===== src/rtl/des_pkg.sv =====
// Shared constants for the DES round controller: FSM encoding, round bounds
// and the encrypt key-rotation schedule.
package des_pkg;

  localparam logic [3:0] ROUND_LAST = 4'd15;

  typedef enum logic [1:0] {
    ST_IDLE  = 2'd0,
    ST_ROUND = 2'd1,
    ST_DONE  = 2'd2
  } state_t;

  // Left-rotation amount applied to C/D before the subkey of each round is drawn.
  localparam logic [1:0] ENC_SHIFT_TABLE [0:15] = '{
    2'd1, 2'd1, 2'd2, 2'd2, 2'd2, 2'd2, 2'd2, 2'd2,
    2'd1, 2'd2, 2'd2, 2'd2, 2'd2, 2'd2, 2'd2, 2'd1
  };

  // Decrypt starts from the unrotated PC1 key, which already equals K16's C/D.
  localparam logic [1:0] DEC_ROUND0_SHIFT = 2'd0;

endpackage


===== src/rtl/des_key_shift_lut.sv =====
// Round index + mode -> C/D rotation amount for that round's subkey.
module des_key_shift_lut
  import des_pkg::*;
(
  input  logic [3:0] round_idx,
  input  logic       decrypt,
  output logic [1:0] shift
);

  // Right-rotation in decrypt mirrors the encrypt schedule except round 0.
  always_comb begin
    shift = ENC_SHIFT_TABLE[round_idx];
    if (decrypt && (round_idx == 4'd0)) begin
      shift = DEC_ROUND0_SHIFT;
    end
  end

endmodule


===== src/rtl/des_round_controller.sv =====
// Iterative 16-round DES sequencer: accepts a block, steps the round datapath
// and key schedule, then holds done until the consumer acknowledges.
module des_round_controller
  import des_pkg::*;
#(
  parameter int ROUND_WAIT = 0
) (
  input  logic       clk,
  input  logic       reset_n,
  input  logic       start_din,
  input  logic       decrypt_din,
  input  logic       abort_din,
  input  logic       done_ack_din,
  output logic       start_ready_dout,
  output logic       busy_dout,
  output logic       load_sel_dout,
  output logic       round_en_dout,
  output logic [3:0] round_count_dout,
  output logic [1:0] key_shift_dout,
  output logic       key_dir_dout,
  output logic       last_round_dout,
  output logic       done_dout
);

  localparam logic [1:0] WAIT_INIT = 2'(ROUND_WAIT);

  state_t     state, state_nxt;
  logic [3:0] round_cnt, round_cnt_nxt;
  logic [1:0] wait_cnt, wait_cnt_nxt;
  logic       mode, mode_nxt;
  logic [1:0] lut_shift;

  des_key_shift_lut u_shift_lut (
    .round_idx (round_cnt),
    .decrypt   (mode),
    .shift     (lut_shift)
  );

  always_ff @(posedge clk or negedge reset_n) begin
    if (!reset_n) begin
      state     <= ST_IDLE;
      round_cnt <= 4'd0;
      wait_cnt  <= 2'd0;
      mode      <= 1'b0;
    end else begin
      state     <= state_nxt;
      round_cnt <= round_cnt_nxt;
      wait_cnt  <= wait_cnt_nxt;
      mode      <= mode_nxt;
    end
  end

  assign round_count_dout = round_cnt;

  always_comb begin
    state_nxt        = state;
    round_cnt_nxt    = round_cnt;
    wait_cnt_nxt     = wait_cnt;
    mode_nxt         = mode;
    start_ready_dout = 1'b0;
    busy_dout        = 1'b0;
    load_sel_dout    = 1'b0;
    round_en_dout    = 1'b0;
    key_shift_dout   = 2'd0;
    key_dir_dout     = 1'b0;
    last_round_dout  = 1'b0;
    done_dout        = 1'b0;

    unique case (state)
      ST_IDLE: begin
        start_ready_dout = 1'b1;
        if (start_din) begin
          state_nxt     = ST_ROUND;
          round_cnt_nxt = 4'd0;
          wait_cnt_nxt  = WAIT_INIT;
          mode_nxt      = decrypt_din;
        end
      end

      ST_ROUND: begin
        busy_dout       = 1'b1;
        load_sel_dout   = (round_cnt == 4'd0);
        last_round_dout = (round_cnt == ROUND_LAST);
        key_shift_dout  = lut_shift;
        key_dir_dout    = mode;
        // The datapath registers advance only on the final cycle of each round.
        if (wait_cnt != 2'd0) begin
          wait_cnt_nxt = wait_cnt - 2'd1;
        end else begin
          round_en_dout = 1'b1;
          if (round_cnt == ROUND_LAST) begin
            state_nxt = ST_DONE;
          end else begin
            round_cnt_nxt = round_cnt + 4'd1;
            wait_cnt_nxt  = WAIT_INIT;
          end
        end
      end

      ST_DONE: begin
        busy_dout = 1'b1;
        done_dout = 1'b1;
        if (done_ack_din) begin
          state_nxt = ST_IDLE;
        end
      end

      default: begin
        state_nxt = ST_IDLE;
      end
    endcase

    // Abort wins over every transition and suppresses the pending round update.
    if (abort_din) begin
      state_nxt     = ST_IDLE;
      round_cnt_nxt = 4'd0;
      wait_cnt_nxt  = 2'd0;
      round_en_dout = 1'b0;
    end
  end

endmodule


===== config.mk =====
export PLATFORM = sky130hd
export DESIGN_NAME = des_round_controller
export DESIGN_NICKNAME = d
export VERILOG_FILES = /design/src/rtl/des_pkg.sv /design/src/rtl/des_key_shift_lut.sv /design/src/rtl/des_round_controller.sv
export SDC_FILE = /design/constraint.sdc
export NUM_CORES = 1
export LEC_CHECK = 0
export BUFFER_PORTS_ARGS = -buffer_cell sky130_fd_sc_hd__buf_2
export CAP_MARGIN = 20
export CORE_ASPECT_RATIO = 1.25
export CORE_MARGIN = 10
export CORE_UTILIZATION = 38
export DETAILED_ROUTE_END_ITERATION = 16
export PLACE_DENSITY = 0.68
export SETUP_SLACK_MARGIN = 0.15
export SYNTH_ARGS = -nofsm -noshare
export SYNTH_HDL_FRONTEND = slang
export SYNTH_SLANG_ARGS = --single-unit
export TNS_END_PERCENT = 100

===== constraint.sdc =====
create_clock -name clk -period 4.3 [get_ports clk]
set_input_delay 0.215 -clock clk [delete_from_list [all_inputs] [get_ports clk]]
set_output_delay 0.215 -clock clk [all_outputs]
set_load 0.005 [all_outputs]

* Yosys cells after proc, flatten, opt, wreduce, memory -nomap -nowiden
Memory sizes are Yosys's and may differ from the RTL's. Cells that the tools add are included.
Word-level totals: register bits after elaboration 9, ROM bits 32, bits of input ports 6, logic and storage cells 57, memories 1
Memory list:
- (no name shown) | words 16, bits a word 2, rd ports 1, clocked after memory_dff 0, wr ports 0, line des_key_shift_lut.sv:12 | shift = ENC_SHIFT_TABLE[round_idx];
Cells by class: $add $sub $neg 2, magnitude comparators 1, equality and inequality tests 9, mux-type cells 29, bitwise gates (word level) 1, reduce and logical (&&, ||, !) cells 10
Operator list (count):
- $mux W2 | 13
- $mux W4 | 4
- $ne A3 B3 Y1 const B | 5
- $mux W1 | 9
- $pmux W4 S2 | 1
- $reduce_and A4 Y1 | 2
- $pmux W2 S3 | 1
- $ge A5 B5 Y1 const B | 1
- $not A4 Y5 | 1
- $add A4 B1 Y4 const B | 1
- $eq A4 B4 Y1 const B | 1
- $logic_not A4 Y1 | 1
- $ne A4 B4 Y1 const B | 1
- $pmux W2 S2 | 1
- $reduce_and A3 Y1 | 1
- $reduce_bool A3 Y1 | 1
- $eq A2 B1 Y1 const B | 1
- $eq A2 B2 Y1 const B | 1
- $logic_not A2 Y1 | 1
- $reduce_and A2 Y1 | 1
- $reduce_bool A2 Y1 | 1
- $reduce_or A2 Y1 | 1
- $sub A2 B1 Y2 const B | 1
- $logic_and A1 B1 Y1 | 1

* Longest topological paths before layout
Gate-level depths: netlist of run 1.
word-level depth 6, depth in mapped cells 5, mapped depth without buffers 5

* Cells and area by module
A second synthesis of run 1 with hierarchy kept.
Second synthesis, totals: cells, all modules 74, area total of the unflattened synthesis 698.2 um^2
Modules (own cells, without submodules):
- des_round_controller | instances 1, cells each 67, area an instance 641.9 um^2, sequential area each 225.2 um^2
- des_key_shift_lut | instances 1, cells each 7, area an instance 56.3 um^2, sequential area each 0.0 um^2

* Worst setup path before layout of run 1
OpenSTA, ideal clock, no wires.
path type flip-flop to flip-flop, from reg state[0], to reg state[1], setup time 0.094 ns, data arrival time 1.562 ns, required time 4.206 ns, slack 2.644 ns, cell stages (with the launch flop) 6, path buffers 0, period minus slack after synthesis 1.656 ns, cell sequence dfrtp_1 inv_1 ha_1 nor2b_1 or4_1 a211oi_1
On the way: cells in the longest elaborated chain, start to end 3, elaborated cells on any way between the ends 10
RTL lines:
- from (decl) | line des_round_controller.sv:27 | state_t state, state_nxt;
- from (signal assigned) | line des_round_controller.sv:46 | state <= state_nxt;
- $eq A2 B1 Y1 (tied with other cells) | line des_round_controller.sv:69 | unique case (state)
- $ne A3 B3 Y1 (no source line) or $pmux W2 S3 (tied branches)
- $reduce_and A4 Y1 (no source line) or $mux W2 (tied branches)
Parallel ways exist; a longest one is shown, timed or not. A chain may end at the register's enable or synchronous reset.

* Final worst setup path of run 1
from reg round_cnt[0], in the netlist round_count_dout[0], to out key_shift_dout[0]
On the way: cells in the longest elaborated chain, start to end 6, elaborated cells on any way between the ends 8
RTL lines:
- from (decl) | line des_round_controller.sv:28 | logic [3:0] round_cnt, round_cnt_nxt;
- from (signal assigned) | line des_round_controller.sv:47 | round_cnt <= round_cnt_nxt;
- $not A4 Y5 (implied by the code) | line des_key_shift_lut.sv:12
- $mem_v2 Z16 W2
- $mux W2 (implied by the code) (2 in series) | line des_key_shift_lut.sv:12
- $mux W2 * | line des_key_shift_lut.sv:13 | if (decrypt && (round_idx == 4'd0)) begin
- $mux W2 * | line des_round_controller.sv:69
- to (decl) | line des_round_controller.sv:19 | output logic [1:0] key_shift_dout,
Every way passes the cells marked *; elsewhere a longest branch is shown, timed or not. The select of a mux whose other input is x is not followed.

==> key figures, run 1 <==
Yosys
  • Post-synthesis share of cell area spent on and, or, nand and nor gates: 0.281
  • Cell types occupying the most area after synthesis: dfrtp_1, ha_1, nand2b_1
  • Compound-cell area share of the yosys netlist: 0.147
  • Commonest cells post-synth: dfrtp_1, ha_1, inv_1, nand2b_1, nor2b_1
  • Cell count after synthesis: just over 70
  • Cell with the most instances after synthesis: dfrtp_1
  • Proportion of synthesized area in mux cells: 0.0632
  • Post-synthesis instance area: a little under 700 sq um
  • XOR/XNOR share of the synthesized area: 0
  • Number of enable-type register cells in the synthesized netlist: 0
  • Area share of fa/ha/maj cells after synthesis: 0.130
  • Dominant register cell in the synthesized netlist: dfrtp_1
  • Average footprint of a synthesized cell: about 9.3 sq um
  • Distinct cell type count after synthesis: 34
  • Seq/Total Area, Yosys: 0.335
  • Register bit count reported by yosys: 9
  • Main combinational cell family by area after synthesis: simple AND/OR/NAND/NOR gates
  • Total nets after synthesis: 85
  • Cell type with the largest total area after synthesis: dfrtp_1
  • Portion of synthesized cell area occupied by the leading cell type: 0.335
  • Count of yosys warnings during synthesis: 0
  • Share of synthesized flip-flops with an asynchronous set or reset: 1.00

Power and ir drop
  • Proportion of total power due to net switching: 0.369
  • Combinational group share of total power: 0.421
  • Relative contribution of sequential cells to total power: 0.343
  • Clock network fraction of total power: 0.235
  • Switching pwr: between 0.1 and 0.15 mW
  • Internal portion of total power: between 0.15 and 0.2 mW
  • Total chip power: slightly below 0.3 mW
  • Peak ir drop on the vdd network: about 0.21 mV
  • P_leak: around 0.38 nW
  • Power per unit of standard cell area: 365 nW/um^2

STA
  • Period utilization: 0.439
  • Unrepaired setup endpoints after global routing: no
  • Relative slew margins: 0.659
  • Actual slew at the worst max-slew pin: around 0.5 ns
  • Worst-case clock skew: roughly 0.00043 ns
  • Final Critical Period: between 1.5 and 2 ns
  • Setup-violating endpoint count in the final report: 0
  • Hold slack: ~0.18 ns
  • Hold violation count in the final report: 0
  • Setup Total Neg Slack: 0 ns
  • Final max-slew violation count: 0
  • Maximum operating frequency: approximately 0.53 GHz

Critical path
  • Data arrival time at the worst-slack endpoint: around 1.7 ns
  • Startpoint kind of the worst setup timing path: flop
  • Maximum fanout count along the critical path: 6
  • Required @ worst endpoint: around 4 ns
  • Worst setup path class: flop to primary output
  • Crit. End Element: primary output

Route
  • Detailed-routing iteration count for the pre-antenna-repair pass: 4
  • Count of unresolved DRC violations after routing: 0
  • Final wirelength: 1620 um
  • Average vias per placed instance: 5.50
  • Count of nets left with antenna violations after detail routing: 0
  • Routed wire per std cell: 14.6 um
  • Number of vias after detailed routing: ~600
  • First DRT Iteration DRCs: 12

Outcome
  • Outcome: finished clean

Clocking
  • Clock tree from TritonCTS: built
  • Post-CTS setup buffers: 0
  • Clk sink count: 9
  • Clock tree root driver cell: clkbuf_4
  • Clock tree buffer depth: 2
  • CTS clock-pin slew for the worst setup and hold paths: around 0.07 ns
  • Total CTS buffers: 3
  • Number of H-tree levels: 1
  • Skew-Pair Late Insertion Delay: approximately 0.27 ns

Worst hold path
  • Hold Path Class: primary input to flop

Finish
  • Inserted Diodes: 0
  • Fin nets: roughly 110
  • Share of post-route cells with drive strength above 1: 0.280
  • Area overhead of the layout relative to synthesis: 21.0%
  • Non-filler cells, final: between 100 and 150
  • Summed area of non-filler cells in the final layout: ~810 sq um

Flow run
  • Max-cap violations: 0

Global route
  • Antenna violations before repair: 0
  • Global-route wire length before repair: approximately 2700 um
  • Overall routing resource usage: 0.0862
  • Vias in the first global route: between 500 and 600
  • Sum of overflow across all layers after global routing: 0
  • Pin count of the biggest net entering global routing: 13

Placed design
  • Placed instance count: 106
  • Detail Placement HPWL: about 1300 um
  • Routability congestion estimate from global placement: 0.751
  • Input/output buffers: 18
  • Cell Area, Placed: 778 sq um

Floorplanning
  • Number of cell rows: 16
  • Core area: 1620 sq um
  • Die area: between 3000 and 4000 sq um
  • Initial cell density of the core: 0.415
  • Horizontal die dimension: about 58 um
  • Vertical die dimension: roughly 67 um
  • I/O pin total: 19
-- routing by layer --
metal	share of wire	global-route usage	routed length, um
met5	0	0	0
met4	0.017	0.0353	27
met3	0.073	0.0380	118
met2	0.49	0.148	792
met1	0.42	0.0894	684
-- area by class of cell --
| type | instances | area, sq um |
|---|---|---|
| Clock buffer | 4 | 26.3 |
| Multi-Input combinational cell | 55 | 418 |
| Tap cell | 18 | 22.5 |
| Fill cell | 160 | 807 |
| Inverter | 6 | 22.5 |
| Sequential cell | 9 | 225 |
| Timing Repair Buffer | 19 | 100 |
-- logic make-up after synthesis --
logic type      Yosys count
simple gates             30
compound gates           14
flops                     9
buf+inv                   8
fa+ha+maj                 7
mux                       4
-- repair_timing --
item | CTS | global route
hold endpoints to repair | 9 | 0
hold buffers | 1 | 0
resized for setup | 0 | 0
-- power groups by stage --
| stage | Combinational, mW | Sequential [mW] | Clock, mW |
|---|---|---|---|
| after floorplan | 0.0869 | 0.102 | 0 |
| after global placement | 0.124 | 0.103 | 0 |
| after detailed placement | 0.127 | 0.104 | 0 |
| after CTS | 0.127 | 0.102 | 0.0699 |
| after global routing | 0.141 | 0.104 | 0.0751 |
| final | 0.125 | 0.102 | 0.0699 |
-- state kept, by name, summed over array words and instances, names as in the netlist --
register and count:
round_count_dout 4, state 2, wait_cnt 2, mode 1
-- path summary, 6_finish.rpt --
check / endpoint / startpoint / slack, ns / cells after the start
worst max-delay path: key_shift_dout[0] / round_count_dout[0]$_DFFE_PN0P_ / 2.41 / 6
worst min-delay path: mode$_DFFE_PN0P_ / decrypt_din / 0.18 / 2
worst max register to register: state[1]$_DFFE_PN0P_ / state[0]$_DFFE_PN0P_ / 2.54 / 5
worst min register to register: mode$_DFFE_PN0P_ / mode$_DFFE_PN0P_ / 0.55 / 1
max in group asynchronous: round_count_dout[0]$_DFFE_PN0P_ / reset_n / 3.79 / 2
min in group asynchronous: state[0]$_DFFE_PN0P_ / reset_n / 0.32 / 2
-- critical path: stages, from the launching register on --
cell     delay [ns]
dfrtp_1        0.43
inv_1          0.08
ha_1           0.19
nor2b_1        0.06
o31ai_1        0.33
and3_1         0.20
buf_2          0.11
-- cells in the final DEF (no fill, tap or decap), drive strengths merged, types with 2 or more instances in the layout --
master	n
a211oi	3
a21oi	2
and3	2
buf	18
clkbuf	4
dfrtp	9
ha	7
inv	6
mux2	2
mux2i	2
nand2	3
nand2b	4
nand3	3
nor2	2
nor2b	4
nor3b	2
o31ai	2
-- metrics by stage --
stage / utilization / setup WS (ns)
2_1_floorplan: - / 2.64
3_3_place_gp: 0.480 / 2.61
3_5_place_dp: 0.480 / 2.54
4_1_cts: 0.502 / 2.40
5_1_grt: 0.502 / 2.27
6_report: 0.502 / 2.41
(Power assumes the default switching activity.)
==> run 2, diff against run 1 <==
PLACE_DENSITY = 0.71   (was 0.68)
clock period = 1.6 ns   (was 4.3 ns; I/O delays follow)
==> run 2 against run 1 <==
The flow now finishes with violations (setup timing). Total power grew to 4.3 times the previous value. Count of clock-buffer cells in the layout unchanged. Hold slack lost 0.14 ns. Die area stayed put.
==> key figures, run 2 (synthesis results as in run 1) <==
Outcome
  • Outcome: finished with violations
  • Violated checks: setup timing

STA
  • Hold violation count in the final report: 0
  • Unrepaired setup endpoints after global routing: yes
  • Final Critical Period: roughly 1.7 ns
  • Actual slew at the worst max-slew pin: a little under 0.4 ns
  • Relative slew margins: 0.732
  • Maximum operating frequency: approximately 0.59 GHz
  • Period utilization: 1.06
  • Setup-violating endpoint count in the final report: 2
  • Final max-slew violation count: 0
  • Worst-case clock skew: about 0.0088 ns
  • Minimum setup slack in the final design: -0.0897 ns

Critical path
  • Cells along the critical path: inv_4 -> ha_4 -> o21a_4 -> or4_4 -> a211oi_2
  • Worst-case register-to-register setup slack: -0.09 ns
  • Startpoint of the most critical register-to-register path: state[1]$_DFFE_PN0P_
  • Beginning of the critical path: state[1]$_DFFE_PN0P_
  • Critical register-to-register path endpoint: state[1]$_DFFE_PN0P_
  • Worst setup path class: flop to flop
  • Startpoint kind of the worst setup timing path: flop
  • Buf+Inv Stages, Crit Path: 1
  • Worst path depth: 5
  • Required @ worst endpoint: approximately 1.8 ns
  • Data arrival time at the worst-slack endpoint: about 1.9 ns
  • Longest individual stage delay on the worst path: between 0.5 and 0.6 ns
  • Largest delay share family, worst path: simple AND/OR/NAND/NOR gates
  • Reg2reg path depth: 5
  • Maximum fanout count along the critical path: 4
  • Critical Path End: state[1]$_DFFE_PN0P_
  • Cell type of the slowest stage on the worst timing path: or4_4
  • Crit. End Element: flop

Placed design
  • Pre-CTS setup slack: -0.0250 ns
  • Cell Area, Placed: roughly 910 sq um
  • Detail Placement HPWL: 1410 um
  • Routability congestion estimate from global placement: between 0.7 and 0.8
  • Input/output buffers: 18

Route
  • Number of vias after detailed routing: between 700 and 800
  • Count of nets left with antenna violations after detail routing: 0
  • Final wirelength: between 2000 and 3000 um
  • Count of unresolved DRC violations after routing: 0
  • First DRT Iteration DRCs: 26
  • Detailed-routing iteration count for the pre-antenna-repair pass: 4
  • Average vias per placed instance: between 5 and 6
  • Routed wire per std cell: around 18 um

Worst hold path
  • Hold Path Class: primary input to flop

Global route
  • Global-route wire length before repair: 3640 um
  • Sum of overflow across all layers after global routing: 0
  • Vias in the first global route: 800
  • Pin count of the biggest net entering global routing: 13
  • Antenna violations before repair: 0
  • Overall routing resource usage: 0.115

Clocking
  • Total CTS buffers: 3
  • Clock tree root driver cell: clkbuf_4
  • Number of H-tree levels: 1
  • Clk sink count: 9
  • Skew-Pair Late Insertion Delay: 0.27 ns
  • CTS clock-pin slew for the worst setup and hold paths: about 0.07 ns
  • Clock tree buffer depth: 2
  • Clock tree from TritonCTS: built

Floorplanning
  • Number of cell rows: 16
  • Vertical die dimension: between 60 and 70 um
  • I/O pin total: 19
  • Horizontal die dimension: 57.6 um
  • Initial cell density of the core: 0.415
  • Die area: 3870 sq um
  • Core area: 1620 sq um

Finish
  • Final core utilization: 0.804
  • Area overhead of the layout relative to synthesis: 93.7%
  • Fillcell total: 95
  • Max reg flops: 4
  • Fin nets: between 100 and 150
  • Summed area of non-filler cells in the final layout: 1300 sq um
  • Highest-count cells in the layout ignoring fill and taps: buf_4, buf_2, buf_6
  • Inserted Diodes: 0
  • Share of post-route cells with drive strength above 1: 0.692
  • Most common cell after layout, fill and taps aside: buf_4

Power and ir drop
  • Peak ir drop on the vdd network: ~0.72 mV
  • P_leak: about 0.57 nW
  • Power per unit of standard cell area: 974 nW/um^2

Flow run
  • Max-cap violations: 0
-- run 2: changes by cell type in the layout (fill, tap and decap cells not counted), moves of 3 or more --
cell / change
buf_4: +18
buf_6: +11
inv_1: -4
inv_4: +3
nor2b_1: -3
a211oi_2: +3
a211oi_1: -3
ha_1: -5
ha_4: +5
-- run 2: final cells by class --
cell class,count,area [sq um],area share
Multi-Input combinational cell,55,649,0.498
Timing Repair Buffer,46,349,0.268
Tap cell,18,22.5,0.0173
Sequential cell,9,226,0.174
Inverter,6,30.0,0.0230
Clock buffer,4,26.3,0.0202
-- run 2: how the worst min path moves through the flow --
| stage | cells after the start | to | startpoint | slack [ns] |
|---|---|---|---|---|
| 6_report | 2 | mode$_DFFE_PN0P_ | decrypt_din | 0.04 |
| 5_1_grt | 2 | mode$_DFFE_PN0P_ | decrypt_din | 0.04 |
| 4_1_cts | 2 | mode$_DFFE_PN0P_ | decrypt_din | 0.04 |
| 3_5_place_dp | 1 | round_count_dout[1]$_DFFE_PN0P_ | reset_n | -0.05 |
| 3_3_place_gp | 1 | wait_cnt[1]$_DFFE_PN0P_ | reset_n | -0.05 |
| 2_1_floorplan | 0 | mode$_DFFE_PN0P_ | reset_n | -0.22 |
-- run 2: layer usage --
layer / vias up / routed length [um] / track usage
met1: 379 / 1060 / 0.121
met3: 8 / 104 / 0.0398
met5: - / 0 / 0
met2: 21 / 1290 / 0.196
met4: 0 / 60 / 0.0588
li1: 365 / - / -
-- run 2: what timing repair did --
item / 4_1_cts / 5_1_grt
pin swaps: 6 / 14
hold buffers: 1 / 0
hold endpoints to repair: 9 / 0
setup buffers: 9 / 5
endpoints found under the setup margin: 14 / 13
resized for setup: 28 / 25
-- run 2: through the flow --
| step | hold slack [ns] | TNS, ns | total power, mW | std cells |
|---|---|---|---|---|
| 4_1_cts | 0.0385 | 0 | 1.05 | 133 |
| 2_1_floorplan | -0.216 | 0 | 0.535 | 72 |
| 6_report | 0.0398 | -0.154 | 1.27 | 138 |
| 5_1_grt | 0.0372 | -0.572 | 1.34 | 138 |
| 3_5_place_dp | -0.0521 | -0.0306 | 0.734 | 119 |
| 3_3_place_gp | -0.0512 | -0.0566 | 0.724 | 119 |
-- run 2: report_power, final --
part	internal [mW]	switching, mW
clock	0.0965	0.0914
sequential	0.252	0.0299
combinational	0.465	0.335
total	0.814	0.456
